==> src/rtl/program_loader_pkg.sv <==
// Shared types and constants for the program loader: FSM encoding and default end-of-program word.
package program_loader_pkg;

  typedef enum logic [1:0] {
    IDLE = 2'd0,
    LOAD = 2'd1,
    FULL = 2'd2
  } state_t;

  localparam logic [63:0] TERMINATOR_DEFAULT = 64'h0;

endpackage

==> src/rtl/bank_ring.sv <==
// Ring of program banks: write index, read (active) index and committed-program count.
module bank_ring #(
  parameter int unsigned NUM_BANKS   = 2,
  parameter int unsigned BANK_WIDTH  = 1,
  parameter int unsigned COUNT_WIDTH = 2
) (
  input  logic                   clk,
  input  logic                   rst_n,
  input  logic                   commit,
  input  logic                   release_req,
  output logic [BANK_WIDTH-1:0]  wr_bank,
  output logic [BANK_WIDTH-1:0]  rd_bank,
  output logic [BANK_WIDTH-1:0]  rd_next_c,
  output logic [COUNT_WIDTH-1:0] count,
  output logic                   full,
  output logic                   empty,
  output logic                   release_eff_c
);

  function automatic logic [BANK_WIDTH-1:0] next_index(input logic [BANK_WIDTH-1:0] idx);
    return (idx == BANK_WIDTH'(NUM_BANKS - 1)) ? '0 : idx + BANK_WIDTH'(1);
  endfunction

  // A release with nothing committed is ignored.
  always_comb begin
    empty         = (count == '0);
    full          = (count == COUNT_WIDTH'(NUM_BANKS));
    release_eff_c = release_req && !empty;
    rd_next_c     = release_eff_c ? next_index(rd_bank) : rd_bank;
  end

  always_ff @(posedge clk or negedge rst_n) begin
    if (!rst_n) begin
      wr_bank <= '0;
      rd_bank <= '0;
      count   <= '0;
    end else begin
      if (commit) wr_bank <= next_index(wr_bank);
      rd_bank <= rd_next_c;
      case ({commit, release_eff_c})
        2'b10:   count <= count + COUNT_WIDTH'(1);
        2'b01:   count <= count - COUNT_WIDTH'(1);
        default: count <= count;
      endcase
    end
  end

endmodule

==> src/rtl/program_loader.sv <==
// Streams instruction words into a ring of program banks, committing a bank on terminator or when it fills.
module program_loader
  import program_loader_pkg::*;
#(
  parameter int unsigned DATA_WIDTH    = 16,
  parameter int unsigned ADDRESS_WIDTH = 11,
  parameter int unsigned NUM_BANKS     = 2,
  parameter logic [DATA_WIDTH-1:0] TERMINATOR = DATA_WIDTH'(TERMINATOR_DEFAULT),
  localparam int unsigned BANK_WIDTH   = $clog2(NUM_BANKS)
) (
  input  logic                     clock_in,
  input  logic                     reset_n_in,
  input  logic                     ready_in,
  input  logic [DATA_WIDTH-1:0]    instruction_in,
  input  logic                     bank_release_in,
  output logic                     memory_wr_out,
  output logic [BANK_WIDTH-1:0]    memory_bank_out,
  output logic [ADDRESS_WIDTH-1:0] memory_address_out,
  output logic [DATA_WIDTH-1:0]    instruction_out,
  output logic [BANK_WIDTH-1:0]    active_bank_out,
  output logic [ADDRESS_WIDTH:0]   active_length_out,
  output logic                     program_valid_out,
  output logic                     busy_out,
  output logic                     drop_out,
  output logic                     overflow_out
);

  localparam int unsigned DEPTH       = 1 << ADDRESS_WIDTH;
  localparam int unsigned LEN_WIDTH   = ADDRESS_WIDTH + 1;
  localparam int unsigned COUNT_WIDTH = $clog2(NUM_BANKS + 1);

  state_t                   state_q, state_d;
  logic [ADDRESS_WIDTH-1:0] ptr_q;
  logic [LEN_WIDTH-1:0]     lengths_q [NUM_BANKS];
  logic [LEN_WIDTH-1:0]     len_new, active_len_d;
  logic                     accept, commit, overflow_c, drop_c, is_term, last_addr, fills;

  logic [BANK_WIDTH-1:0]    wr_bank, rd_bank, rd_next_c;
  logic [COUNT_WIDTH-1:0]   count;
  logic                     full, empty, release_eff_c;

  bank_ring #(
    .NUM_BANKS  (NUM_BANKS),
    .BANK_WIDTH (BANK_WIDTH),
    .COUNT_WIDTH(COUNT_WIDTH)
  ) u_ring (
    .clk          (clock_in),
    .rst_n        (reset_n_in),
    .commit       (commit),
    .release_req  (bank_release_in),
    .wr_bank      (wr_bank),
    .rd_bank      (rd_bank),
    .rd_next_c    (rd_next_c),
    .count        (count),
    .full         (full),
    .empty        (empty),
    .release_eff_c(release_eff_c)
  );

  // Next state and per-word control; a commit fills the ring only if no release lands alongside it.
  always_comb begin
    state_d      = state_q;
    accept       = 1'b0;
    commit       = 1'b0;
    overflow_c   = 1'b0;
    drop_c       = 1'b0;
    is_term      = (instruction_in == TERMINATOR);
    last_addr    = (ptr_q == ADDRESS_WIDTH'(DEPTH - 1));
    fills        = (count == COUNT_WIDTH'(NUM_BANKS - 1)) && !release_eff_c;
    len_new      = {1'b0, ptr_q} + LEN_WIDTH'(1);

    if (ready_in) begin
      if ((state_q == FULL) || full) begin
        drop_c = 1'b1;
      end else begin
        accept     = 1'b1;
        commit     = is_term || last_addr;
        overflow_c = !is_term && last_addr;
      end
    end

    case (state_q)
      IDLE, LOAD: begin
        if (commit)      state_d = fills ? FULL : IDLE;
        else if (accept) state_d = LOAD;
      end
      FULL:    if (release_eff_c) state_d = IDLE;
      default: state_d = IDLE;
    endcase

    active_len_d = (commit && (wr_bank == rd_next_c)) ? len_new : lengths_q[rd_next_c];
  end

  always_ff @(posedge clock_in or negedge reset_n_in) begin
    if (!reset_n_in) begin
      state_q            <= IDLE;
      ptr_q              <= '0;
      for (int i = 0; i < int'(NUM_BANKS); i++) lengths_q[i] <= '0;
      memory_wr_out      <= 1'b0;
      memory_bank_out    <= '0;
      memory_address_out <= '0;
      instruction_out    <= '0;
      active_length_out  <= '0;
      drop_out           <= 1'b0;
      overflow_out       <= 1'b0;
    end else begin
      state_q       <= state_d;
      memory_wr_out <= accept;
      drop_out      <= drop_c;
      overflow_out  <= overflow_c;
      if (accept) begin
        memory_bank_out    <= wr_bank;
        memory_address_out <= ptr_q;
        instruction_out    <= instruction_in;
      end
      if (commit)      ptr_q <= '0;
      else if (accept) ptr_q <= ptr_q + ADDRESS_WIDTH'(1);
      if (commit) lengths_q[wr_bank] <= len_new;
      active_length_out <= active_len_d;
    end
  end

  assign active_bank_out   = rd_bank;
  assign program_valid_out = !empty;
  assign busy_out          = (state_q == LOAD);

endmodule

==> config.mk <==
export PLATFORM = sky130hd
export DESIGN_NAME = program_loader
export DESIGN_NICKNAME = d
export VERILOG_FILES = /design/src/rtl/program_loader_pkg.sv /design/src/rtl/bank_ring.sv /design/src/rtl/program_loader.sv
export SDC_FILE = /design/constraint.sdc
export NUM_CORES = 1
export LEC_CHECK = 0
export CAP_MARGIN = 20
export CORE_ASPECT_RATIO = 0.6
export CORE_MARGIN = 5
export CORE_UTILIZATION = 56
export DETAILED_ROUTE_END_ITERATION = 8
export PLACE_DENSITY = 0.84
export SETUP_SLACK_MARGIN = 0.05
export SKIP_LAST_GASP = 1
export SYNTH_ARGS = -nofsm -noshare
export SYNTH_HDL_FRONTEND = slang
export SYNTH_HIERARCHICAL = 1
export SYNTH_SLANG_ARGS = --single-unit
==> constraint.sdc <==
create_clock -name clock_in -period 6.8 [get_ports clock_in]
set_input_delay 0.68 -clock clock_in [delete_from_list [all_inputs] [get_ports clock_in]]
set_output_delay 0.68 -clock clock_in [all_outputs]
set_load 0.1 [all_outputs]
After elaboration in Yosys (flattened, before gate mapping)
Cells that the tools add are included.
{"block": "word_totals", "output_inout_bits": 46, "reg_bits": 84, "wordCells": 78, "inputBits": 20}
{"block": "classes", "bitwise_logic": 2, "magnitude_cmp": 3, "n_eq_ne": 10, "addsub": 6, "muxes": 26, "reduce_logical": 17}
{"op": "$mux 12", "count": 5}
{"op": "$bwmux 24", "count": 1}
{"op": "$mux 11", "count": 2}
{"op": "$logic_not 16->1", "count": 1}
{"op": "$add 11x1->12 const B", "count": 1}
{"op": "$demux 12 s1", "count": 1}
{"op": "$add 11x1->11 const B", "count": 1}
{"op": "$eq 11x11->1 const B", "count": 1}
{"op": "$mux 1", "count": 11}
{"op": "$mux 2", "count": 4}
{"op": "$pmux 2 s2", "count": 2}
{"op": "$eq 2x1->1 const B", "count": 3}
{"op": "$eq 2x2->1 const B", "count": 3}
{"op": "$logic_and 1x1->1", "count": 5}
{"op": "$ge 2x2->1 const B", "count": 2}
{"op": "$logic_not 2->1", "count": 2}
{"op": "$not 1->2", "count": 2}
{"op": "$reduce_bool 2->1", "count": 2}
{"op": "$logic_not 1->1", "count": 3}
{"op": "$ne 3x2->1 const B", "count": 1}
{"op": "$add 1x1->1 const B", "count": 2}
{"op": "$add 2x1->2 const B", "count": 1}
{"op": "$logic_or 1x1->1", "count": 2}
{"op": "$lt 2x1->1 const B", "count": 1}
{"op": "5 further kinds", "count": 5}

Longest topological paths before layout
Gate-level depths: netlist of the first run.
{"block": "depth", "ltp_word": 9, "mapped_depth": 10, "ltp_nobuf": 9}

Hierarchy
Netlist of the first run, hierarchy kept.
{"mod": "program_loader", "instances": 1, "area_per_inst_um2": 3558.4, "cells_each": 331}
{"mod": "bank_ring", "instances": 1, "area_per_inst_um2": 185.2, "cells_each": 15}

Least setup slack after synthesis of the first run
No wires, ideal clock.
{"block": "synth_path", "path_kind": "reg2reg", "from": "reg u_ring.rd_bank", "to": "reg active_length_out[2]", "path_buffers": 1, "setup_ps": 125, "stages_incl_launch_ff": 5, "path_slack_ps": 4292, "t_arrival_ps": 2383, "path_cell_list": "dfrtp_1 xor2_1 clkbuf_1 mux2_2 mux2_4"}
{"block": "synth_via", "elab_chain_len": 8, "elab_cells_between_ends": 10}
{"element": "start: declaration", "line": "bank_ring.sv:12", "source": "output logic [BANK_WIDTH-1:0] rd_bank,"}
{"element": "start signal: assignment", "line": "bank_ring.sv:39", "source": "rd_bank <= rd_next_c;"}
{"element": "$add 1x1->1", "line": "bank_ring.sv:21", "source": "return (idx == BANK_WIDTH'(NUM_BANKS - 1)) ? '0 : idx + BANK_WIDTH'(1);"}
{"element": "$mux 1", "line": "bank_ring.sv:21"}
{"element": "$mux 1 (*)", "line": "bank_ring.sv:29", "source": "rd_next_c = release_eff_c ? next_index(rd_bank) : rd_bank;"}
{"element": "net rd_next_c", "line": "program_loader.sv:38", "source": "logic [BANK_WIDTH-1:0] wr_bank, rd_bank, rd_next_c;"}
{"element": "$not 1->2 (implied by the code)", "line": "program_loader.sv:91", "source": "active_len_d = (commit && (wr_bank == rd_next_c)) ? len_new : lengths_q[rd_next_c];"}
{"element": "$mux 12 (implied by the code) (3 in series)", "line": "program_loader.sv:91"}
{"element": "$mux 12 (*)", "line": "program_loader.sv:91"}
{"element": "net active_len_d[2]", "line": "program_loader.sv:35", "source": "logic [LEN_WIDTH-1:0] len_new, active_len_d;"}
{"element": "end signal: assignment", "line": "program_loader.sv:119", "source": "active_length_out <= active_len_d;"}
{"element": "end: declaration", "line": "program_loader.sv:21", "source": "output logic [ADDRESS_WIDTH:0] active_length_out,"}
Mark *: on every way through the listed nets, which the timed path passes. The rest lies on a longest branch. The select of a mux whose other input is x is not followed.
A chain may end at the register's enable or synchronous reset.

Worst setup path after layout of the first run
{"block": "layout_path", "from": "in instruction_in[9]", "to": "reg lengths_q[5] in the netlist's numbering"}
{"block": "layout_via", "elab_chain_len": 4}
{"element": "start: declaration", "line": "program_loader.sv:14", "source": "input logic [DATA_WIDTH-1:0] instruction_in,"}
{"element": "$logic_not 16->1", "line": "program_loader.sv:67", "source": "is_term = (instruction_in == TERMINATOR);"}
{"element": "$logic_or 1x1->1", "line": "program_loader.sv:77", "source": "commit = is_term || last_addr;"}
{"element": "$mux 1", "line": "program_loader.sv:73", "source": "if ((state_q == FULL) || full) begin"}
{"element": "$mux 1", "line": "program_loader.sv:72", "source": "if (ready_in) begin"}
{"element": "end signal: indexed assignment", "line": "program_loader.sv:118", "source": "if (commit) lengths_q[wr_bank] <= len_new;"}
{"element": "end: declaration", "line": "program_loader.sv:34", "source": "logic [LEN_WIDTH-1:0] lengths_q [NUM_BANKS];"}
No other way between the ends.

==> key figures, run 1 <==
Run status
  – Outcome: finished, final reports clean

Clock network
  – Post-cts gate resize count: 0
  – Number of sinks on the clock net: 84
  – Clock latency on the worst-skew pair: 350 ps
  – Number of buffers inserted for hold repair after clock tree synthesis: 0
  – Clock root buffer master: sky130_fd_sc_hd__clkbuf_8
  – Post-CTS setup buffer count: 0
  – Number of buffers added by the clock tree synthesis step: 9
  – Max H-tree Level: 3
  – Clock-pin slew on the worst setup and hold paths: 80 ps
  – CTS tree: done
  – Number of buffers on the longest clock path: 2

Worst hold path
  – Min-Delay Path Class: in -> async

Floorplanning
  – Number of I/O pins: 66
  – Core Footprint: 6590 um^2
  – Y dimension of the die: 73.33 um
  – Overall die area: 8474 um^2
  – Effective utilization at floorplan: 0.5681
  – Number of rows in the core area: 23
  – Die width: 115.6 um

Final layout
  – Fin cells: 497
  – Number of fill cells in the layout: 498
  – Layout cells sized above 1: 0.1317
  – Inserted Diodes: 0
  – Nets: 427
  – Synthesis-to-layout area growth: 23.96%

Synth
  – Syn Area/Cell: 10.82 um^2
  – Post-Syn Area: 3744 um^2
  – Synth warn: 6
  – Primary FF master, synth: sky130_fd_sc_hd__dfrtp_1
  – Net count after synthesis: 368
  – Synth top area cells: sky130_fd_sc_hd__dfrtp_1 56%, sky130_fd_sc_hd__nand2_1 9.3%, sky130_fd_sc_hd__mux2_2 7.8%, sky130_fd_sc_hd__mux2i_1 3.7%, sky130_fd_sc_hd__xor2_1 2.6%
  – Cells after synthesis: 346
  – Share of synthesized area occupied by flip-flops and latches: 0.5615
  – Synth unique cells: 42
  – Cell type with the largest total area after synthesis: sky130_fd_sc_hd__dfrtp_1
  – Count of flip-flops with a built-in enable after synthesis: 0
  – Post-synth top area share: 0.5615
  – Register bit count reported by yosys: 84
  – List of most frequent post-synthesis cells: 93 x sky130_fd_sc_hd__nand2_1, 84 x sky130_fd_sc_hd__dfrtp_1, 26 x sky130_fd_sc_hd__mux2_2
  – Most repeated cell in the gate-level netlist after synthesis: sky130_fd_sc_hd__nand2_1
  – Share of async-settable or async-resettable flops after synthesis: 1.000

Placed design
  – Port bufs: 65
  – Number of cells in the design after placement: 479
  – GPL Wtd Cong: 0.8099
  – Half-perimeter wire length of the detailed placement result: 5433 um

Critical path
  – Setup crit end kind: flip-flop
  – Startpoint kind of the worst setup timing path: input port
  – Critical Path RT: 7040 ps
  – Arrival time of the worst setup path: 3490 ps
  – Critical path type: in -> reg
  – Worst-path fanout max: 9

Global routing
  – Overall fraction of global-route tracks in use: 0.2060
  – Grt ovf: 0
  – Maximum number of pins on one net before global-route repair: 85
  – Wire length of the first global-routing pass: 13290 um
  – Initial antenna violation count: 0
  – Vias in the first global route: 2642

Timing
  – Final Slew Violations: 0
  – Final setup violation count: 0
  – Headroom to the max-slew limit: 0.3209
  – Post-layout min period: 3258 ps
  – Hold Fails Final Rpt: 0
  – RSZ-0062 raised after global routing: no
  – Worst-margin pin slew: 1015 ps
  – Hold Slack: 241.5 ps
  – Post-route setup TNS: 0 ps
  – Final clock skew: 6.483 ps
  – Part of the cycle the worst path needs: 0.4791
  – FMAX: 0.3070 GHz

Pwr
  – Areal power density over the cells: 421.2 nW/um^2
  – Static leakage power: 2.252 nW
  – Worst-case vdd ir drop: 0.0004811 V
  – Total power of the final layout: 1.955 mW

Routing
  – Detailed-route vias per instance: 5.419
  – Number of remaining DRC errors: 0
  – Vias: 2693
  – WL final: 7989 um
  – Final routed wire length divided by cell count: 16.07 um
  – Number of detailed-route iterations in the first pass: 4
  – DR iter-0 viols: 209
  – Antenna-violating nets left: 0

Run
  – Number of max-capacitance violations reported: 0
power breakdown:
part / switching (mW) / total [mW] / internal [mW]
sequential: 0.0718 / 0.657 / 0.585
clock: 0.169 / 0.339 / 0.170
combinational: 0.730 / 0.959 / 0.228
per-stage QoR:
step	setup WS, ps	cell area (um^2)	utilization
floorplan	4292	3744	-
global placement	3276	4420	0.6708
detailed placement	3152	4420	0.6708
CTS	3375	4606	0.6989
global route	3473	4641	0.7042
finish	3542	4641	0.7042
metal layers:
layer | share of wire | GRT usage | wire length, um | vias to the layer above
met1 | 0.46 | 0.2925 | 3646 | 1306
met4 | 0.014 | 0.06120 | 114 | 0
li1 | - | - | - | 1285
met5 | 0 | 0 | 0 | -
met3 | 0.071 | 0.05679 | 567 | 15
met2 | 0.46 | 0.3135 | 3661 | 87
layout make-up:
| type | count | area, um^2 | area share |
|---|---|---|---|
| Sequential cell | 84 | 2102 | 0.4530 |
| Multi-Input combinational cell | 232 | 1509 | 0.3252 |
| Timing Repair Buffer | 70 | 705.7 | 0.1521 |
| Clock buffer | 12 | 135.1 | 0.02912 |
| Tap cell | 87 | 108.9 | 0.02346 |
| Clock inverter | 4 | 50.05 | 0.01078 |
| Inverter | 8 | 30.03 | 0.006471 |
state kept, by name, summed over array words and instances, names as in the netlist:
name / cells
lengths_q: 24
instruction_out: 16
active_length_out: 12
memory_address_out: 11
ptr_q: 11
state_q: 2
u_ring/count: 2
drop_out: 1
memory_bank_out: 1
memory_wr_out: 1
overflow_out: 1
u_ring/rd_bank: 1
u_ring/wr_bank: 1
cell families after synthesis:
logic type	share of synthesized area
AO/OA/AOI/OAI	0.04981
XOR/XNOR	0.04445
adder cells (fa/ha/maj)	0.006683
buffers and inverters	0.03543
flip-flops	0.5615
multiplexers	0.1317
AND/OR/NAND/NOR	0.1705
path summary, 6_finish.rpt:
| path | startpoint | to | slack, ps | depth (start not counted) |
|---|---|---|---|---|
| max in group asynchronous | reset_n_in | instruction_out[7] | 5970 | 2 |
| worst min-delay path | reset_n_in | memory_address_out[7] | 240 | 1 |
| worst min register to register | memory_address_out[9] | memory_address_out[9] | 480 | 2 |
| min in group clock_in | memory_address_out[9] | memory_address_out[9] | 480 | 2 |
| worst max-delay path | instruction_in[9] | lengths_q[5] | 3540 | 6 |
| worst max register to register | u_ring/count[0] | lengths_q[10] | 3900 | 7 |
critical path: stages:
cell and delay, ps:
sky130_fd_sc_hd__clkdlybuf4s50_1 440, sky130_fd_sc_hd__nor4_1 570, sky130_fd_sc_hd__nand4_1 530, sky130_fd_sc_hd__a21oi_1 650
sky130_fd_sc_hd__buf_4 280, sky130_fd_sc_hd__mux2_2 350
cell usage in the layout (no fill, tap or decap), types with 7 or more instances in the layout:
cell type,netlist,final
sky130_fd_sc_hd__nand2_1,93,93
sky130_fd_sc_hd__dfrtp_1,84,84
sky130_fd_sc_hd__clkdlybuf4s50_1,0,64
sky130_fd_sc_hd__mux2_2,26,26
sky130_fd_sc_hd__mux2i_1,14,14
sky130_fd_sc_hd__xor2_1,11,11
sky130_fd_sc_hd__clkbuf_8,0,9
sky130_fd_sc_hd__xnor2_1,8,8
sky130_fd_sc_hd__o21ai_0,8,8
sky130_fd_sc_hd__nor4_1,7,7
sky130_fd_sc_hd__inv_1,7,7
No activity file was read; power rests on OpenSTA's default activity.
==> run 2: changes to the inputs <==
CORE_UTILIZATION = 47   (was 56)
PLACE_DENSITY = 0.75   (was 0.84)
clock period = 2.7 ns   (was 6.8 ns; I/O delays follow)
==> run 2 against run 1 <==
  * Non-clock buffer count rose by 12
  * Register-to-register slack worse by 3600 ps
  * First-iteration DRC count is 6.7% lower
  * Clock skew increased by 0.91 ps
  * Total power grew to 2.6 times the previous value
  * Highest routed layer unchanged
  * Combinational power rose by 150%
  * Clock-buffer cell count unchanged
==> key figures, run 2 (synthesized netlist as in run 1, its figures left out) <==
Run status
  – Outcome: finished, final reports clean

Placed design
  – GPL Wtd Cong: 0.8531 (+5.3%)
  – Worst slack at placement: 95.27 ps (-3057 ps)
  – Port bufs: 65 (unchanged)
  – Half-perimeter wire length of the detailed placement result: 5990 um (+10%)
  – Cell Area, Placed: 4429 um^2 (+0.20%)

Clock network
  – Number of buffers inserted for hold repair after clock tree synthesis: 1 (+1)
  – Clock root buffer master: sky130_fd_sc_hd__clkbuf_16
  – Post-CTS setup buffer count: 0 (unchanged)
  – Clock latency on the worst-skew pair: 340 ps (about the same)
  – Max H-tree Level: 3 (unchanged)
  – Number of sinks on the clock net: 84 (unchanged)
  – Number of buffers on the longest clock path: 2 (unchanged)
  – Clock-pin slew on the worst setup and hold paths: 60 ps (-20 ps)
  – CTS tree: done
  – Post-cts gate resize count: 0 (unchanged)
  – Number of buffers added by the clock tree synthesis step: 9 (unchanged)

Routing
  – Final routed wire length divided by cell count: 15.71 um (-2.3%)
  – Vias: 2734 (+1.5%)
  – Detailed-route vias per instance: 5.168 (-4.6%)
  – DR iter-0 viols: 195 (-6.7%)
  – WL final: 8311 um (+4.0%)
  – Number of remaining DRC errors: 0 (unchanged)
  – Antenna-violating nets left: 0 (unchanged)
  – Number of detailed-route iterations in the first pass: 4 (unchanged)

Timing
  – Final clock skew: 7.391 ps (+0.9081 ps)
  – Worst-margin pin slew: 643.2 ps (-372.2 ps)
  – Hold Fails Final Rpt: 0 (unchanged)
  – FMAX: 0.4100 GHz
  – Post-layout min period: 2439 ps
  – Headroom to the max-slew limit: 0.5712 (+0.2503)
  – Setup slack after layout: 260.9 ps (-3281 ps)
  – Final Slew Violations: 0 (unchanged)
  – Final setup violation count: 0 (unchanged)
  – Part of the cycle the worst path needs: 0.9034
  – RSZ-0062 raised after global routing: no
  – Post-route setup TNS: 0 ps (unchanged)

Critical path
  – Library cell contributing the largest single delay on the critical path: sky130_fd_sc_hd__a211o_1
  – Ordered list of cells on the worst path: ha_1 -> nand3_2 -> or3_1 -> a211o_1 -> buf_4 -> mux2i_1
  – R2R setup slack: 260 ps (-3640 ps)
  – Critical path type: reg -> reg
  – Kind of cell adding the most delay to the critical path: simple AND/OR/NAND/NOR gates
  – Setup crit end kind: flip-flop
  – Worst path max stage delay: 540 ps (-110 ps)
  – Critical Path RT: 2950 ps (-4090 ps)
  – End of the worst register-to-register path: active_length_out[6]
  – Startpoint kind of the worst setup timing path: flip-flop
  – Worst-path fanout max: 9 (unchanged)
  – Count of buffering cells on the critical path with inverters included: 1 (-1)
  – Logic depth of the worst register-to-register path: 6 (-1)
  – Arrival time of the worst setup path: 2690 ps (-800 ps)
  – Launch point of the worst reg-to-reg path: ptr_q[1]

Global routing
  – Grt ovf: 0 (unchanged)
  – Overall fraction of global-route tracks in use: 0.1785 (-0.02754)
  – Initial antenna violation count: 0 (unchanged)
  – Vias in the first global route: 2724 (+3.1%)
  – Wire length of the first global-routing pass: 14000 um (+5.4%)
  – Maximum number of pins on one net before global-route repair: 52 (-39%)

Final layout
  – Most common library cell in the layout ignoring fill and taps: sky130_fd_sc_hd__nand2_1
  – Number of flip-flops in the largest register: 24 (unchanged)
  – Area of all sequential standard cells: 2102 um^2 (unchanged)
  – Post-route standard cell area excluding fillers: 4691 um^2 (+1.1%)
  – Inserted Diodes: 0 (unchanged)
  – Area of the multi-input gates: 1509 um^2 (unchanged)
  – Synthesis-to-layout area growth: 25.30%
  – Util after Layout: 0.5998 (-0.1044)
  – Layout cells sized above 1: 0.2613 (+0.1296)
  – Register with the most flip-flops: lengths_q
  – Number of fill cells in the layout: 666 (+34%)
  – Nets: 439 (+2.8%)
  – Most frequent cells in the layout: 93 x sky130_fd_sc_hd__nand2_1, 84 x sky130_fd_sc_hd__dfrtp_1, 63 x sky130_fd_sc_hd__buf_4, 26 x sky130_fd_sc_hd__mux2_2, 18 x sky130_fd_sc_hd__clkdlybuf4s50_1
  – Largest registers in the final layout: lengths_q (24), instruction_out (16), active_length_out (12)

Floorplanning
  – Die width: 125.2 um (+8.4%)
  – Number of I/O pins: 66 (unchanged)
  – Number of rows in the core area: 25 (+8.7%)
  – Effective utilization at floorplan: 0.4787 (-0.08935)
  – Y dimension of the die: 79.13 um (+7.9%)
  – Overall die area: 9908 um^2 (+17%)
  – Core Footprint: 7820 um^2 (+19%)

Worst hold path
  – End point of the most critical hold path: instruction_out[14]
  – Min-Delay Path Class: reg -> reg
  – Cell count of the worst hold path: 2
  – Worst hold start: instruction_out[14]

Pwr
  – Areal power density over the cells: 1090 nW/um^2 (+160%)
  – Clock power frac: 0.209 (+0.036)
  – Portion of total power attributed to sequential cells: 0.324 (-0.012)
  – Total power of the final layout: 5.111 mW (+160%)
  – Net switching share of the total power: 0.4860 (-0.01115)
  – Worst-case vdd ir drop: 0.0009032 V (+88%)
  – Static leakage power: 2.413 nW (+7.1%)
  – Share of total power in combinational logic: 0.467 (-0.024)
  – Sw power: 2.484 mW (+160%)
  – Internal power summed over all cells: 2.627 mW (+170%)

Run
  – Number of max-capacitance violations reported: 0 (unchanged)
[run 2: cell types whose count changed in the layout (fill, tap and decap cells not counted), sizes merged]
cell	before	now
buf	6	63
bufinv	1	0
clkinvlp	2	0
dlygate4sd3	0	1
clkdlybuf4s50	64	18
clkinv	2	4
[run 2: cell type report]
type                       instances  area share
sequential                        84      0.4481
clock inverter                     3    0.003201
multi-input combinational        232      0.3217
inverter                           8    0.006402
clock buffer                      12     0.05041
timing repair buffer              82      0.1414
tap                              108     0.02881
[run 2: metrics by stage]
stage	instances	hold slack [ps]
floorplan	346	-25.59
global placement	513	328.6
detailed placement	513	338.9
CTS	529	478.1
global route	529	492.8
finish	529	474.9
[run 2: power by group through the flow]
stage / clock network, mW / logic [mW] / registers (mW)
global placement: 0 / 2.37 / 1.67
floorplan: 0 / 0.722 / 2.76
CTS: 1.09 / 2.40 / 1.65
global route: 1.15 / 2.51 / 1.68
detailed placement: 0 / 2.40 / 1.67
finish: 1.07 / 2.39 / 1.66
[run 2: worst max path at each step]
stage / from / endpoint / slack [ps] / cells after the start
after floorplan: u_ring/rd_bank / active_length_out[2] / 190 / 4
after global placement: instruction_in[9] / active_length_out[2] / 150 / 7
after detailed placement: instruction_in[9] / active_length_out[6] / 100 / 8
after CTS: ptr_q[1] / active_length_out[6] / 280 / 6
after global routing: ptr_q[1] / active_length_out[6] / 140 / 6
final: ptr_q[1] / active_length_out[6] / 260 / 6
[run 2: tightest hold or removal path, delay by kind of cell (launching register included)]
kind	cells	cell delay, ps
flip-flops	1	340
AND/OR/NAND/NOR	2	110
[run 2: routing by layer]
layer  up-vias  share of wire  track usage
met4         0          0.011      0.04978
met1      1347           0.50       0.2532
met3         8          0.054      0.06183
li1       1311              -            -
met5         -              0            0
met2        68           0.43       0.2605
==> run 3: changes to the inputs <==
SETUP_SLACK_MARGIN = 0.5   (was 0.05)
==> run 3 against run 2 <==
  * Largest power group unchanged
  * Sequential share of layout area down 1.4 points
  * Combinational power up 3%
  * Global-route usage up 0.66 points
  * Routed wire length up 4.8%
  * Final area up 3.4%
  * First-iteration DRC count up 31%
  * Critical endpoint is now u_ring/count[1]
  * Largest cell class unchanged
==> key figures, run 3 (synthesized netlist as in run 1, its figures left out) <==
Routing
  – Detailed-route vias per instance: 5.190 (+0.42%)
  – Vias: 2787 (+1.9%)
  – DR iter-0 viols: 256 (+31%)
  – WL final: 8708 um (+4.8%)
  – Number of remaining DRC errors: 0 (unchanged)
  – Number of detailed-route iterations in the first pass: 4 (unchanged)
  – Final routed wire length divided by cell count: 16.22 um (+3.2%)
  – Antenna-violating nets left: 0 (unchanged)

Timing
  – Hold Slack: 473.9 ps (-1.047 ps)
  – RSZ-0062 raised after global routing: yes
  – FMAX: 0.4650 GHz (+13%)
  – Headroom to the max-slew limit: 0.5631 (-0.008122)
  – Final setup violation count: 0 (unchanged)
  – Worst-margin pin slew: 655.4 ps (+12.18 ps)
  – Post-layout min period: 2150 ps (-288.6 ps)
  – Part of the cycle the worst path needs: 0.7965 (-0.1069)
  – Final Slew Violations: 0 (unchanged)
  – Hold Fails Final Rpt: 0 (unchanged)
  – Post-route setup TNS: 0 ps (unchanged)
  – Setup slack after layout: 549.5 ps (+288.6 ps)
  – Final clock skew: 5.502 ps (-1.889 ps)

Final layout
  – Fin cells: 537 (+1.5%)
  – Util after Layout: 0.6202 (+0.02032)
  – Nets: 446 (+1.6%)
  – Inserted Diodes: 0 (unchanged)
  – Largest registers in the final layout: lengths_q (24), instruction_out (16), active_length_out (12)
  – Number of flip-flops in the largest register: 24 (unchanged)
  – Most frequent cells in the layout: 93 x sky130_fd_sc_hd__nand2_1, 82 x sky130_fd_sc_hd__dfrtp_1, 68 x sky130_fd_sc_hd__buf_4, 26 x sky130_fd_sc_hd__mux2_2, 18 x sky130_fd_sc_hd__clkdlybuf4s50_1
  – Register with the most flip-flops: lengths_q
  – Layout cells sized above 1: 0.3054 (+0.04408)
  – Most common library cell in the layout ignoring fill and taps: sky130_fd_sc_hd__nand2_1
  – Synthesis-to-layout area growth: 29.55%

Critical path
  – Worst-path fanout max: 3 (-6)
  – Logic depth of the worst register-to-register path: 8 (+2)
  – Launching element of the worst setup path: instruction_in[9]
  – Kind of cell adding the most delay to the critical path: buffers and inverters
  – Critical Path RT: 2920 ps (-30 ps)
  – Launch point of the worst reg-to-reg path: ptr_q[5]
  – Critical path type: in -> reg
  – End of the worst register-to-register path: u_ring/count[1]
  – Library cell contributing the largest single delay on the critical path: sky130_fd_sc_hd__clkdlybuf4s50_1
  – Arrival time of the worst setup path: 2370 ps (-320 ps)
  – Setup crit end kind: flip-flop
  – Count of buffering cells on the critical path with inverters included: 4 (+3)
  – Crit path top cell by count: sky130_fd_sc_hd__buf_4
  – Ordered list of cells on the worst path: clkdlybuf4s50_1 -> nor4_4 -> buf_4 -> nand4_1 -> buf_4 -> a21oi_2 -> inv_1 -> ha_1 -> xnor2_1 -> nor2_1 -> xor2_1
  – Startpoint kind of the worst setup timing path: input port
  – R2R setup slack: 560 ps (+300 ps)
  – Worst path max stage delay: 470 ps (-70 ps)

Placed design
  – Port bufs: 65 (unchanged)
  – Half-perimeter wire length of the detailed placement result: 5970 um (-0.33%)
  – GPL Wtd Cong: 0.8680 (+1.7%)
  – Worst slack at placement: 133.0 ps (+37.71 ps)
  – Number of cells in the design after placement: 517 (+0.78%)

Clock network
  – Number of buffers on the longest clock path: 2 (unchanged)
  – Number of sinks on the clock net: 84 (unchanged)
  – Clock-pin slew on the worst setup and hold paths: 60 ps (about the same)
  – Max H-tree Level: 3 (unchanged)
  – CTS tree: done
  – Clock latency on the worst-skew pair: 340 ps (about the same)
  – Clock root buffer master: sky130_fd_sc_hd__clkbuf_16
  – Number of buffers added by the clock tree synthesis step: 9 (unchanged)

Run status
  – Outcome: finished, final reports clean

Pwr
  – Worst-case vdd ir drop: 0.0008429 V (-6.7%)
  – Areal power density over the cells: 1092 nW/um^2 (+0.24%)
  – Static leakage power: 2.474 nW (+2.5%)

Worst hold path
  – Min-Delay Path Class: reg -> reg
  – End point of the most critical hold path: instruction_out[14]
  – Cell count of the worst hold path: 2 (unchanged)
  – Worst hold start: instruction_out[14]

Run
  – Number of max-capacitance violations reported: 0 (unchanged)

Floorplanning
  – Core Footprint: 7820 um^2 (unchanged)
  – Die width: 125.2 um (unchanged)
  – Y dimension of the die: 79.13 um (unchanged)
  – Number of I/O pins: 66 (unchanged)
  – Overall die area: 9908 um^2 (unchanged)
  – Effective utilization at floorplan: 0.4787 (unchanged)
  – Number of rows in the core area: 25 (unchanged)

Global routing
  – Vias in the first global route: 2828 (+3.8%)
  – Wire length of the first global-routing pass: 14540 um (+3.8%)
  – Maximum number of pins on one net before global-route repair: 53 (+1.9%)
  – Overall fraction of global-route tracks in use: 0.1850 (+0.006576)
  – Grt ovf: 0 (unchanged)
  – Initial antenna violation count: 0 (unchanged)
## run 3: how the worst max path moves through the flow
stage | end | slack [ps] | cells after the start
floorplan | u_ring/count[1] | 520 | 9
global placement | lengths_q[4] | 190 | 7
detailed placement | lengths_q[8] | 130 | 7
CTS | u_ring/count[1] | 470 | 9
global route | u_ring/count[1] | 390 | 11
finish | u_ring/count[1] | 550 | 11
## run 3: tightest hold or removal path: stages (launching register included)
cell and delay, ps:
sky130_fd_sc_hd__dfrtp_1 340, sky130_fd_sc_hd__nand2_1 50, sky130_fd_sc_hd__nand2_1 60
## run 3: power by group
group	total (mW)	switching, mW	internal [mW]	leakage (nW)
logic	2.45	1.88	0.570	1.22
clock network	1.17	0.480	0.693	0.144
registers	1.67	0.190	1.48	1.11
total	5.30	2.55	2.74	2.47
## run 3: cell type report
class                      instances  area [um^2]
timing repair buffer              89        725.7
clock buffer                      12        266.5
fill                             649         2970
multi-input combinational        232         1562
sequential                        84         2105
clock inverter                     4        22.52
tap                              108        135.1
inverter                           8        33.78
## run 3: repair_timing
| action | 4_1_cts | 5_1_grt |
|---|---|---|
| resized for setup | 5 | 8 |
| hold buffers | 1 | 0 |
| endpoints found under the hold margin | 49 | 0 |
| pin swaps | 0 | 1 |
| gates cloned | 0 | 1 |
| setup buffers | 0 | 2 |
| setup endpoints to repair | 30 | 55 |
## run 3: layer usage
layer | vias to the layer above | wire length (um) | GRT usage
li1 | 1318 | - | -
met1 | 1382 | 4250 | 0.2562
met2 | 78 | 3850 | 0.2706
met3 | 9 | 515 | 0.06720
met4 | 0 | 91 | 0.06169
met5 | - | 0 | 0
## run 3: per-stage QoR
stage / area [um^2] / total power [mW]
2_1_floorplan: 3746 / 3.491
3_3_place_gp: 4473 / 4.052
3_5_place_dp: 4473 / 4.093
4_1_cts: 4800 / 5.306
5_1_grt: 4850 / 5.541
6_report: 4850 / 5.297
